### src/rtl/frame_merge_pkg.sv
// frame_merge_pkg: shared frontend constants.
// Word width, frame field widths, framing constant, counter helper.
package frame_merge_pkg;
  localparam int DATA_BITS   = 128;
  localparam int N_SRC       = 4;
  localparam int CNT_BITS    = 16;

  localparam int CRC_BITS    = 5;
  localparam int MOD_ID_BITS = 4;
  localparam int BLK_ID_BITS = 2;
  localparam int PERIOD_BITS = 48;

  localparam logic [CRC_BITS-1:0] FRAME_SYNC = '1;

  function automatic logic [CNT_BITS-1:0] sat_inc(
    input logic [CNT_BITS-1:0] v
  );
    return (&v) ? v : v + 1'b1;
  endfunction
endpackage

### src/rtl/frame_merge_if.sv
// frame_merge_if: time-tag, event, output and status bundle.
// master = producer/consumer side, slave = frame_merge.
interface frame_merge_if;
  import frame_merge_pkg::*;

  logic [DATA_BITS-1:0]       tt_data;
  logic                       tt_valid;
  logic                       tt_ready;
  logic                       stall;
  logic [N_SRC*DATA_BITS-1:0] ev_data;
  logic [N_SRC-1:0]           ev_valid;
  logic [N_SRC-1:0]           ev_ready;
  logic [DATA_BITS-1:0]       out_data;
  logic                       out_valid;
  logic                       out_ready;
  logic [CNT_BITS-1:0]        events_per_period;

  modport master (
    output tt_data, tt_valid, ev_data, ev_valid, out_ready,
    input  tt_ready, stall, ev_ready, out_data, out_valid,
    input  events_per_period
  );

  modport slave (
    input  tt_data, tt_valid, ev_data, ev_valid, out_ready,
    output tt_ready, stall, ev_ready, out_data, out_valid,
    output events_per_period
  );
endinterface

### src/rtl/frame_merge_rr_arbiter.sv
// rr_arbiter: round-robin arbiter, one-hot grant when i_en.
// Ports: clk, rst, i_en, i_req[N], o_gnt[N].
module rr_arbiter #(
  parameter int N = 4
) (
  input  logic         clk,
  input  logic         rst,
  input  logic         i_en,
  input  logic [N-1:0] i_req,
  output logic [N-1:0] o_gnt
);
  localparam int PW = (N > 1) ? $clog2(N) : 1;

  logic [PW-1:0] r_ptr;
  logic [PW-1:0] w_idx;
  logic [N-1:0]  w_gnt;
  logic          w_hit;

  function automatic logic [PW-1:0] wrap(input int v);
    return PW'(v % N);
  endfunction

  // Search starts just after the last winner.
  always_comb begin
    w_gnt = '0;
    w_idx = r_ptr;
    w_hit = 1'b0;
    for (int k = 1; k <= N; k++) begin
      if (i_en && !w_hit &&
          i_req[wrap(int'(r_ptr) + k)]) begin
        w_hit = 1'b1;
        w_idx = wrap(int'(r_ptr) + k);
        w_gnt[wrap(int'(r_ptr) + k)] = 1'b1;
      end
    end
  end

  always_ff @(posedge clk) begin
    if (rst) begin
      r_ptr <= PW'(N - 1);
    end else if (w_hit) begin
      r_ptr <= w_idx;
    end
  end

  assign o_gnt = w_gnt;
endmodule

### src/rtl/frame_merge.sv
// frame_merge: merges time tags and per-block events into one
// registered stream; clk, rst, bus (frame_merge_if.slave).
module frame_merge
  import frame_merge_pkg::*;
(
  input logic           clk,
  input logic           rst,
  frame_merge_if.slave  bus
);
  logic                 w_ld;
  logic                 w_tt_gnt;
  logic                 w_ev_any;
  logic [N_SRC-1:0]     w_ev_gnt;
  logic [DATA_BITS-1:0] w_ev_word;

  logic [DATA_BITS-1:0] r_out_data;
  logic                 r_out_valid;
  logic                 r_stall;
  logic [CNT_BITS-1:0]  r_cnt;
  logic [CNT_BITS-1:0]  r_epp;

  assign w_ld     = ~r_out_valid | bus.out_ready;
  assign w_tt_gnt = ~rst & w_ld & bus.tt_valid;

  // Events only compete when no tag is offered.
  rr_arbiter #(.N(N_SRC)) u_arb (
    .clk   (clk),
    .rst   (rst),
    .i_en  (~rst & w_ld & ~bus.tt_valid),
    .i_req (bus.ev_valid),
    .o_gnt (w_ev_gnt)
  );

  assign w_ev_any = |w_ev_gnt;

  always_comb begin
    w_ev_word = '0;
    for (int i = 0; i < N_SRC; i++) begin
      if (w_ev_gnt[i]) begin
        w_ev_word = w_ev_word |
          bus.ev_data[i*DATA_BITS +: DATA_BITS];
      end
    end
  end

  always_ff @(posedge clk) begin
    if (rst) begin
      r_out_data  <= '0;
      r_out_valid <= 1'b0;
      r_stall     <= 1'b0;
      r_cnt       <= '0;
      r_epp       <= '0;
    end else begin
      r_stall <= |bus.ev_valid;
      if (w_ld) begin
        r_out_valid <= w_tt_gnt | w_ev_any;
        if (w_tt_gnt) begin
          r_out_data <= bus.tt_data;
        end else if (w_ev_any) begin
          r_out_data <= w_ev_word;
        end
      end
      if (w_tt_gnt) begin
        r_epp <= r_cnt;
        r_cnt <= '0;
      end else if (w_ev_any) begin
        r_cnt <= sat_inc(r_cnt);
      end
    end
  end

  assign bus.tt_ready          = w_tt_gnt;
  assign bus.ev_ready          = w_ev_gnt;
  assign bus.stall             = r_stall;
  assign bus.out_data          = r_out_data;
  assign bus.out_valid         = r_out_valid;
  assign bus.events_per_period = r_epp;
endmodule

### src/flat_wrapper.sv
// flat-port wrapper written by rule: the top's interface ports become plain ports
module frame_merge_flat import frame_merge_pkg::*;
  (clk, rst, bus_tt_data, bus_tt_valid, bus_ev_data, bus_ev_valid, bus_out_ready, bus_tt_ready, bus_stall, bus_ev_ready, bus_out_data, bus_out_valid, bus_events_per_period);
  frame_merge_if bus_i ();
  input logic clk;
  input logic rst;
  input wire logic [$bits(bus_i.tt_data)-1:0] bus_tt_data;
  input wire logic [$bits(bus_i.tt_valid)-1:0] bus_tt_valid;
  input wire logic [$bits(bus_i.ev_data)-1:0] bus_ev_data;
  input wire logic [$bits(bus_i.ev_valid)-1:0] bus_ev_valid;
  input wire logic [$bits(bus_i.out_ready)-1:0] bus_out_ready;
  output wire logic [$bits(bus_i.tt_ready)-1:0] bus_tt_ready;
  output wire logic [$bits(bus_i.stall)-1:0] bus_stall;
  output wire logic [$bits(bus_i.ev_ready)-1:0] bus_ev_ready;
  output wire logic [$bits(bus_i.out_data)-1:0] bus_out_data;
  output wire logic [$bits(bus_i.out_valid)-1:0] bus_out_valid;
  output wire logic [$bits(bus_i.events_per_period)-1:0] bus_events_per_period;
  assign bus_i.tt_data = bus_tt_data;
  assign bus_i.tt_valid = bus_tt_valid;
  assign bus_i.ev_data = bus_ev_data;
  assign bus_i.ev_valid = bus_ev_valid;
  assign bus_i.out_ready = bus_out_ready;
  assign bus_tt_ready = bus_i.tt_ready;
  assign bus_stall = bus_i.stall;
  assign bus_ev_ready = bus_i.ev_ready;
  assign bus_out_data = bus_i.out_data;
  assign bus_out_valid = bus_i.out_valid;
  assign bus_events_per_period = bus_i.events_per_period;
  frame_merge u_core (.clk(clk), .rst(rst), .bus(bus_i));
endmodule
### config.mk
export PLATFORM = sky130hd
export DESIGN_NAME = frame_merge_flat
export DESIGN_NICKNAME = d
export VERILOG_FILES = /design/src/rtl/frame_merge_pkg.sv /design/src/rtl/frame_merge_if.sv /design/src/rtl/frame_merge_rr_arbiter.sv /design/src/rtl/frame_merge.sv /design/src/flat_wrapper.sv
export SDC_FILE = /design/constraint.sdc
export NUM_CORES = 1
export LEC_CHECK = 0
export CORE_AREA = 2 2 312 314
export DETAILED_ROUTE_END_ITERATION = 7
export DIE_AREA = 0 0 314 316
export GPL_TIMING_DRIVEN = 1
export PLACE_DENSITY = 0.42
export SYNTH_ARGS = -nofsm -noshare
export SYNTH_HDL_FRONTEND = slang
export SYNTH_SLANG_ARGS = --single-unit
### constraint.sdc
create_clock -name clk -period 5.39 [get_ports clk]
set_clock_uncertainty 0.15 [all_clocks]
set_input_delay 0.8085 -clock clk [delete_from_list [all_inputs] [get_ports clk]]
set_output_delay 0.8085 -clock clk [all_outputs]
set_load 0.02 [all_outputs]
==> flow_summary.toml, run 1 <==
[run_status]
status = "finished, final reports clean"

[global_routing]
grt-ovfl-total = 0
grt_pass1_wl_mm = 93.2
grt_max_degree = 88
gr-usage-all-layers = 0.133
antenna_found_initial = 26
grt_pass1_vias = 12336

[floorplanning]
die_w_um = 314
start_util = 0.0919
core.rowCount = 114
core_area_um2 = 96000
ios = 799
die_h_um = 316
dieArea_um2 = 99200

[placed_design]
place_congestion = 0.864
hpwlAfterDp_mm = 55.6
pre_cts_ws_ns = 0.411
place_area_um2 = 18300
io_buffers = 798

[finish]
drive_gt1_frac = 0.0449
nets = 2357
synthToLayoutAreaGrowth_pct = 114
final_util = 0.197
final_area_um2 = 18900

[detailed_routing]
dr.first_iter.drc_count = 877
first_pass_iters = 6
postRouteAntennaNets = 0
vias_per_cell = 4.04
wl_per_cell_um = 23.2
drt_wl_total_mm = 69.5
drc_errors = 0
num_vias = 12102

[min_path]
holdPathStages = 2
hold_start = "u_core.bus.events_per_period[6]"
hold_class = "reg2reg"
hold_end = "u_core.bus.events_per_period[6]"

[pwr]
clkPwrFrac = 0.296
seqPwrFrac = 0.326
p_int_uw = 2870
pwr_density_cell_nw_per_um2 = 236
power_frac_comb = 0.379
ir_drop_mv = 0.129
swShare = 0.356
leakage_uw = 0.00596
p_switching_uw = 1590

[worst_setup_path]
path_buf_inv = 2
r2r_start = "u_core.u_arb.r_ptr[1]"
worstPathRequired_ns = 4.43
reg2reg_depth = 10
critPathKind = "reg2out"
cp-end-kind = "primary output"
crit_chain = "inv_1, ha_1, mux4_2, or4_1, a2111oi_4, a221o_4, clkdlybuf4s50_1"
cp_top_family = "compound AO/OA/AOI/OAI gates"
crit_arrival_ns = 4.15
slowest_delay_ns = 0.69
reg2reg_setup_slack_ns = 0.77
crit_fanout = 13
reg2reg_to = "u_core.bus.out_data[32]"
critPathLaunchType = "flip-flop"
worst_path_max_delay_cell = "clkdlybuf4s50_1"
path_depth = 7

[synth]
synth.avg_cell_area_um2 = 9.11
synthDominantCellAreaShare = 0.372
async_reset_ff_frac = 0
synthTopCellsByArea = "dfxtp_1 (37%), a22oi_1 (22%), a221o_1 (15%), a21oi_1 (8.2%), buf_2 (2.4%)"
ys_seq_area_frac = 0.372
netlist_area_um2 = 8820
synthesis.instances = 968
synth.distinct_cells = 42
synth_nets = 1624
yosys-top-cells-count = "a22oi_1 (256), dfxtp_1 (164), a21oi_1 (144)"
synth-main-ff-cell = "dfxtp_1"
post-synth-top-count-cell = "a22oi_1"
yosysWarnings = 0
yosys.area.top_type = "dfxtp_1"
synth_edf_count = 0
ys_ff_latch = 164

[clock_network]
cts_tree = "built"
cts_made_buffers = 17
cts-root-buf = "clkbuf_16"
worstSkewPairLatency_ns = 0.50
h-tree-depth = 4
clock_path_buffers = 2
clk_pin_slew_ns = 0.08
cts_sinks = 164

[sta]
maxSlewHeadroom = 0.372
hold_violations = 0
finalSetupTns_ns = 0
rsz0062_at_grt = "no"
setup_violations = 0
slew_viol_final = 0
max_freq_mhz = 196
fin_hold_ws_ns = 0.329
tightest_slew_ns = 0.943
fin_crit_ns = 5.10
fin_crit_sh = 0.947
setup_ws_ns = 0.286

[flow_run]
drv_cap = 0
==> registers in the layout, summed over array words and instances (netlist names) <==
name,flops
u_core.bus.out_data,128
u_core.bus.out_valid,1
u_core.bus.events_per_period,16
u_core.bus.stall,1
u_core.r_cnt,16
u_core.u_arb.r_ptr,2
==> worst max-delay path by stage <==
stage,startpoint,endpoint
floorplan,u_core.u_arb.r_ptr[0],u_core.bus.out_data[22]
global placement,bus_ev_valid[3],u_core.bus.out_data[32]
detailed placement,bus_ev_valid[0],u_core.bus.out_data[32]
CTS,u_core.u_arb.r_ptr[0],bus_ev_ready[3]
global route,u_core.u_arb.r_ptr[1],bus_ev_ready[3]
finish,u_core.u_arb.r_ptr[1],bus_ev_ready[3]
==> cell usage in the layout, fill, tap and decap left out, types with 3 or more instances in the layout <==
cell type / count
ha_1: 8
inv_6: 4
o21ai_0: 23
buf_4: 18
o31ai_1: 8
nor2_1: 4
inv_8: 5
o211ai_1: 5
mux4_2: 3
a21oi_1: 144
a221o_1: 127
a22oi_1: 256
or3_1: 5
clkdlybuf4s50_1: 798
nand2_1: 29
nand3b_1: 4
inv_1: 8
nor3_1: 4
clkbuf_16: 17
or4_1: 11
buf_12: 9
dfxtp_1: 163
diode_2: 8
nand3_1: 8
nand2b_1: 17
clkinv_8: 4
a221o_4: 4
==> cell families (layout without fill, tap and decap cells) <==
kind of cell             Yosys count  in the layout  share of synthesized area
buffers and inverters            119            865                     0.0600
AO/OA/AOI/OAI                    574            574                      0.483
XOR/XNOR                           1              1                   0.000993
multiplexers                       4              4                    0.00879
adder cells (fa/ha/maj)            8              8                     0.0113
flip-flops                       164            164                      0.372
AND/OR/NAND/NOR                   98             98                     0.0640
other                              0              8                          0
==> cell type report <==
class / instances / area [um^2]
clock inverter: 15 / 174
antenna: 8 / 20.0
inverter: 8 / 30.0
fill: 10505 / 77100
clock buffer: 17 / 425
multi-input combinational: 685 / 5060
sequential: 164 / 3280
timing repair buffer: 825 / 8300
tap: 1276 / 1600
==> power by group through the flow <==
stage / clock, uW / combinational (uW) / sequential [uW]
floorplan: 0 / 491 / 1630
global placement: 0 / 1690 / 1480
detailed placement: 0 / 1700 / 1480
CTS: 1400 / 1710 / 1460
global route: 1440 / 1790 / 1470
finish: 1320 / 1690 / 1450
==> through the flow <==
step | std cells | power, uW
2_1_floorplan | 968 | 2120
3_3_place_gp | 2958 | 3170
3_5_place_dp | 2958 | 3180
4_1_cts | 2990 | 4570
5_1_grt | 2995 | 4700
6_report | 2998 | 4470
==> repair_timing <==
item	CTS	global route
hold buffers	0	0
gates resized for setup	0	1
setup buffers	0	0
setup endpoints to repair	0	1
==> worst reg2reg max path, stage by stage, from the launching register on <==
cell	delay, ns
dfxtp_1	0.53
inv_1	0.18
ha_1	0.41
mux4_2	0.44
or4_1	0.50
a2111oi_4	0.42
a221o_4	0.46
buf_12	0.30
a22oi_1	0.46
a21oi_1	0.52
a221o_1	0.19
==> layer usage <==
layer | vias to the layer above | GRT usage | routed length (um)
li1 | 5486 | - | -
met3 | 84 | 0.0447 | 5990
met5 | - | 0 | 103
met2 | 672 | 0.222 | 33300
met1 | 5842 | 0.158 | 28300
met4 | 18 | 0.0500 | 1770
Power figures use the tool's default switching activity.
==> run 2: changes to the inputs <==
TNS_END_PERCENT = 5   (was unset)
==> results of run 2 <==
Final layout, timing and power as in run 1 (identical DEF).
==> run 3: changes to the inputs <==
CORE_AREA = 2 2 311 313   (was 2 2 312 314)
DIE_AREA = 0 0 313 315   (was 0 0 314 316)
PLACE_DENSITY = 0.44   (was 0.42)
SYNTH_HIERARCHICAL = 1   (was unset)
==> run 3 against run 2 <==
Against the previous run: flip-flop and latch count did not move; critical path depth rose by 1; core utilization rose by 1.9 points; worst setup slack improved by 0.081 ns; synthesized cell count rose by 36%; global-route usage rose by 3.0 points; fmax rose by 1.6%; die area fell by 0.63%; final area rose by 9.4%; first-iteration DRC count rose by 17%; critical path type unchanged.
==> flow_summary.toml, run 3 <==
[clock_network]
clk_pin_slew_ns = 0.08
postCtsSetupBuffers = 0
h-tree-depth = 4
clock_path_buffers = 2
cts_made_buffers = 17
worstSkewPairLatency_ns = 0.49
cts-root-buf = "clkbuf_16"
cts_sinks = 164
cts_tree = "built"
postCtsHoldBufs = 0
cts_resized = 0

[sta]
setup_violations = 0
maxSlewHeadroom = 0.0503
rsz0062_at_grt = "no"
tightest_slew_ns = 1.41
fin_crit_ns = 5.02
slew_viol_final = 0
hold_violations = 0
max_freq_mhz = 199
finalSetupTns_ns = 0
fin_crit_sh = 0.932

[global_routing]
grt-ovfl-total = 0
grt_pass1_vias = 15476
antenna_found_initial = 31
grt_pass1_wl_mm = 116
grt_max_degree = 184
gr-usage-all-layers = 0.164

[synth]
synth_edf_count = 0
netlist_area_um2 = 10800
post-synth-top-count-cell = "a22oi_1"
synth.distinct_cells = 51
synth_nets = 1973
async_reset_ff_frac = 0
yosysWarnings = 6
yosys.area.top_type = "dfxtp_1"
yosys-top-cells-count = "a22oi_1 (260), dfxtp_1 (164), clkbuf_1 (159)"
ys_ff_latch = 164
synth-main-ff-cell = "dfxtp_1"
synthesis.instances = 1317
synthDominantCellAreaShare = 0.305
synth.avg_cell_area_um2 = 8.18
synthTopCellsByArea = "dfxtp_1 (30%), a22oi_1 (18%), o311ai_0 (10%), o2111ai_1 (10%), a21oi_1 (6.7%)"
ys_seq_area_frac = 0.305

[detailed_routing]
wl_per_cell_um = 25.9
drc_errors = 0
met1_length_mm = 35.3
routed-wl-met3_mm = 5.94
first_pass_iters = 6
highest_layer = "met5"
wl_met2_mm = 41.2
vias_per_cell = 4.58
dr.first_iter.drc_count = 1030
postRouteAntennaNets = 0
num_vias = 15013
drt_wl_total_mm = 84.8

[finish]
fin_cells = 3278
nFillCells = 10458
drive_gt1_frac = 0.0472
ff_latch_area_um2 = 3280
nets = 2636
largest_reg_flops = 128
final_common_cell = "clkdlybuf4s50_1"
final_cell_mix = "clkdlybuf4s50_1 (797), a22oi_1 (260), dfxtp_1 (164)"
multi_input_area_um2 = 6730
synthToLayoutAreaGrowth_pct = 91.8

[pwr]
power_uw = 6200
pwr_density_cell_nw_per_um2 = 300
leakage_uw = 0.00610
ir_drop_mv = 0.288

[worst_setup_path]
crit_fanout = 16
reg2reg_depth = 12
critPathLaunchType = "flip-flop"
slowest_delay_ns = 0.66
critPathKind = "reg2out"
cp-end-kind = "primary output"
crit_chain = "inv_1, ha_1, mux4_2, o21a_1, nor2_1, a221o_4, buf_4, clkdlybuf4s50_1"
crit_arrival_ns = 4.06
reg2reg_setup_slack_ns = 0.69
reg2reg_to = "u_core/bus.out_data[86]"
r2r_start = "u_core/u_arb/r_ptr[0]"
worst_path_max_delay_cell = "dfxtp_1"
worstPathRequired_ns = 4.43

[placed_design]
hpwlAfterDp_mm = 65.1
dp.cells = 3236
io_buffers = 798
place_congestion = 0.891

[floorplanning]
die_w_um = 313
start_util = 0.113
ios = 799
die_h_um = 315
dieArea_um2 = 98600
core.rowCount = 114
core_area_um2 = 95700

[flow_run]
drv_cap = 0

[min_path]
hold_class = "reg2reg"
hold_end = "u_core/bus.events_per_period[4]"
hold_start = "u_core/bus.events_per_period[4]"
holdPathStages = 2

[run_status]
status = "finished, final reports clean"
## run 3: cells by family after synthesis
logic type | synth area share
AOI/OAI and AO/OA | 0.544
buffers and inverters | 0.0785
DFF | 0.305
and+or+nand+nor | 0.0550
adders and majority gates | 0.00929
muxes | 0.00813
xor gates and xnor gates | 0.000813
## run 3: worst max-delay path by stage
stage                               start  slack [ns]                 endpoint  cells past startpoint
finish              u_core/u_arb/r_ptr[0]        0.37          bus_ev_ready[2]                      8
floorplan                             rst        0.81         u_core/r_cnt[10]                     15
CTS                 u_core/u_arb/r_ptr[0]        0.30          bus_ev_ready[2]                      8
global placement            bus_out_ready        0.33  u_core/bus.out_data[83]                     13
global route        u_core/u_arb/r_ptr[0]        0.07          bus_ev_ready[2]                      8
detailed placement          bus_out_ready        0.22  u_core/bus.out_data[83]                     13
## run 3: routing by layer
layer	up-vias	global-route usage
met1	7306	0.199
met4	22	0.0564
met5	-	0
met3	94	0.0416
li1	6885	-
met2	706	0.279
## run 3: power by group
group	switching, uW	total [uW]	leakage (uW)	internal [uW]
logic	1990	3370	0.00448	1380
clock network	667	1290	0.000280	626
registers	120	1540	0.00133	1420
## run 3: layout make-up
| class | instances | share of cell area |
|---|---|---|
| multi-input combinational | 947 | 0.326 |
| inverter | 13 | 0.00248 |
| sequential | 164 | 0.159 |
| clock inverter | 14 | 0.00672 |
| tap | 1276 | 0.0772 |
| timing repair buffer | 837 | 0.407 |
| antenna | 9 | 0.00109 |
| clock buffer | 18 | 0.0212 |
## run 3: worst max-delay path: cells and delay by family (launching register included)
family,cells,cell delay (ns)
compound gates,2,0.57
mux,1,0.43
fa+ha+maj,1,0.48
buf+inv,3,1.10
simple gates,1,0.34
flops,1,0.66
## run 3: through the flow
step | hold slack [ns] | setup slack [ns] | instance area (um^2) | utilization
after floorplan | 0.290 | 0.809 | 10800 | -
after global placement | 0.293 | 0.331 | 20100 | 0.210
after detailed placement | 0.304 | 0.218 | 20100 | 0.210
after CTS | 0.318 | 0.301 | 20600 | 0.216
after global routing | 0.341 | 0.0726 | 20700 | 0.216
final | 0.313 | 0.367 | 20700 | 0.216
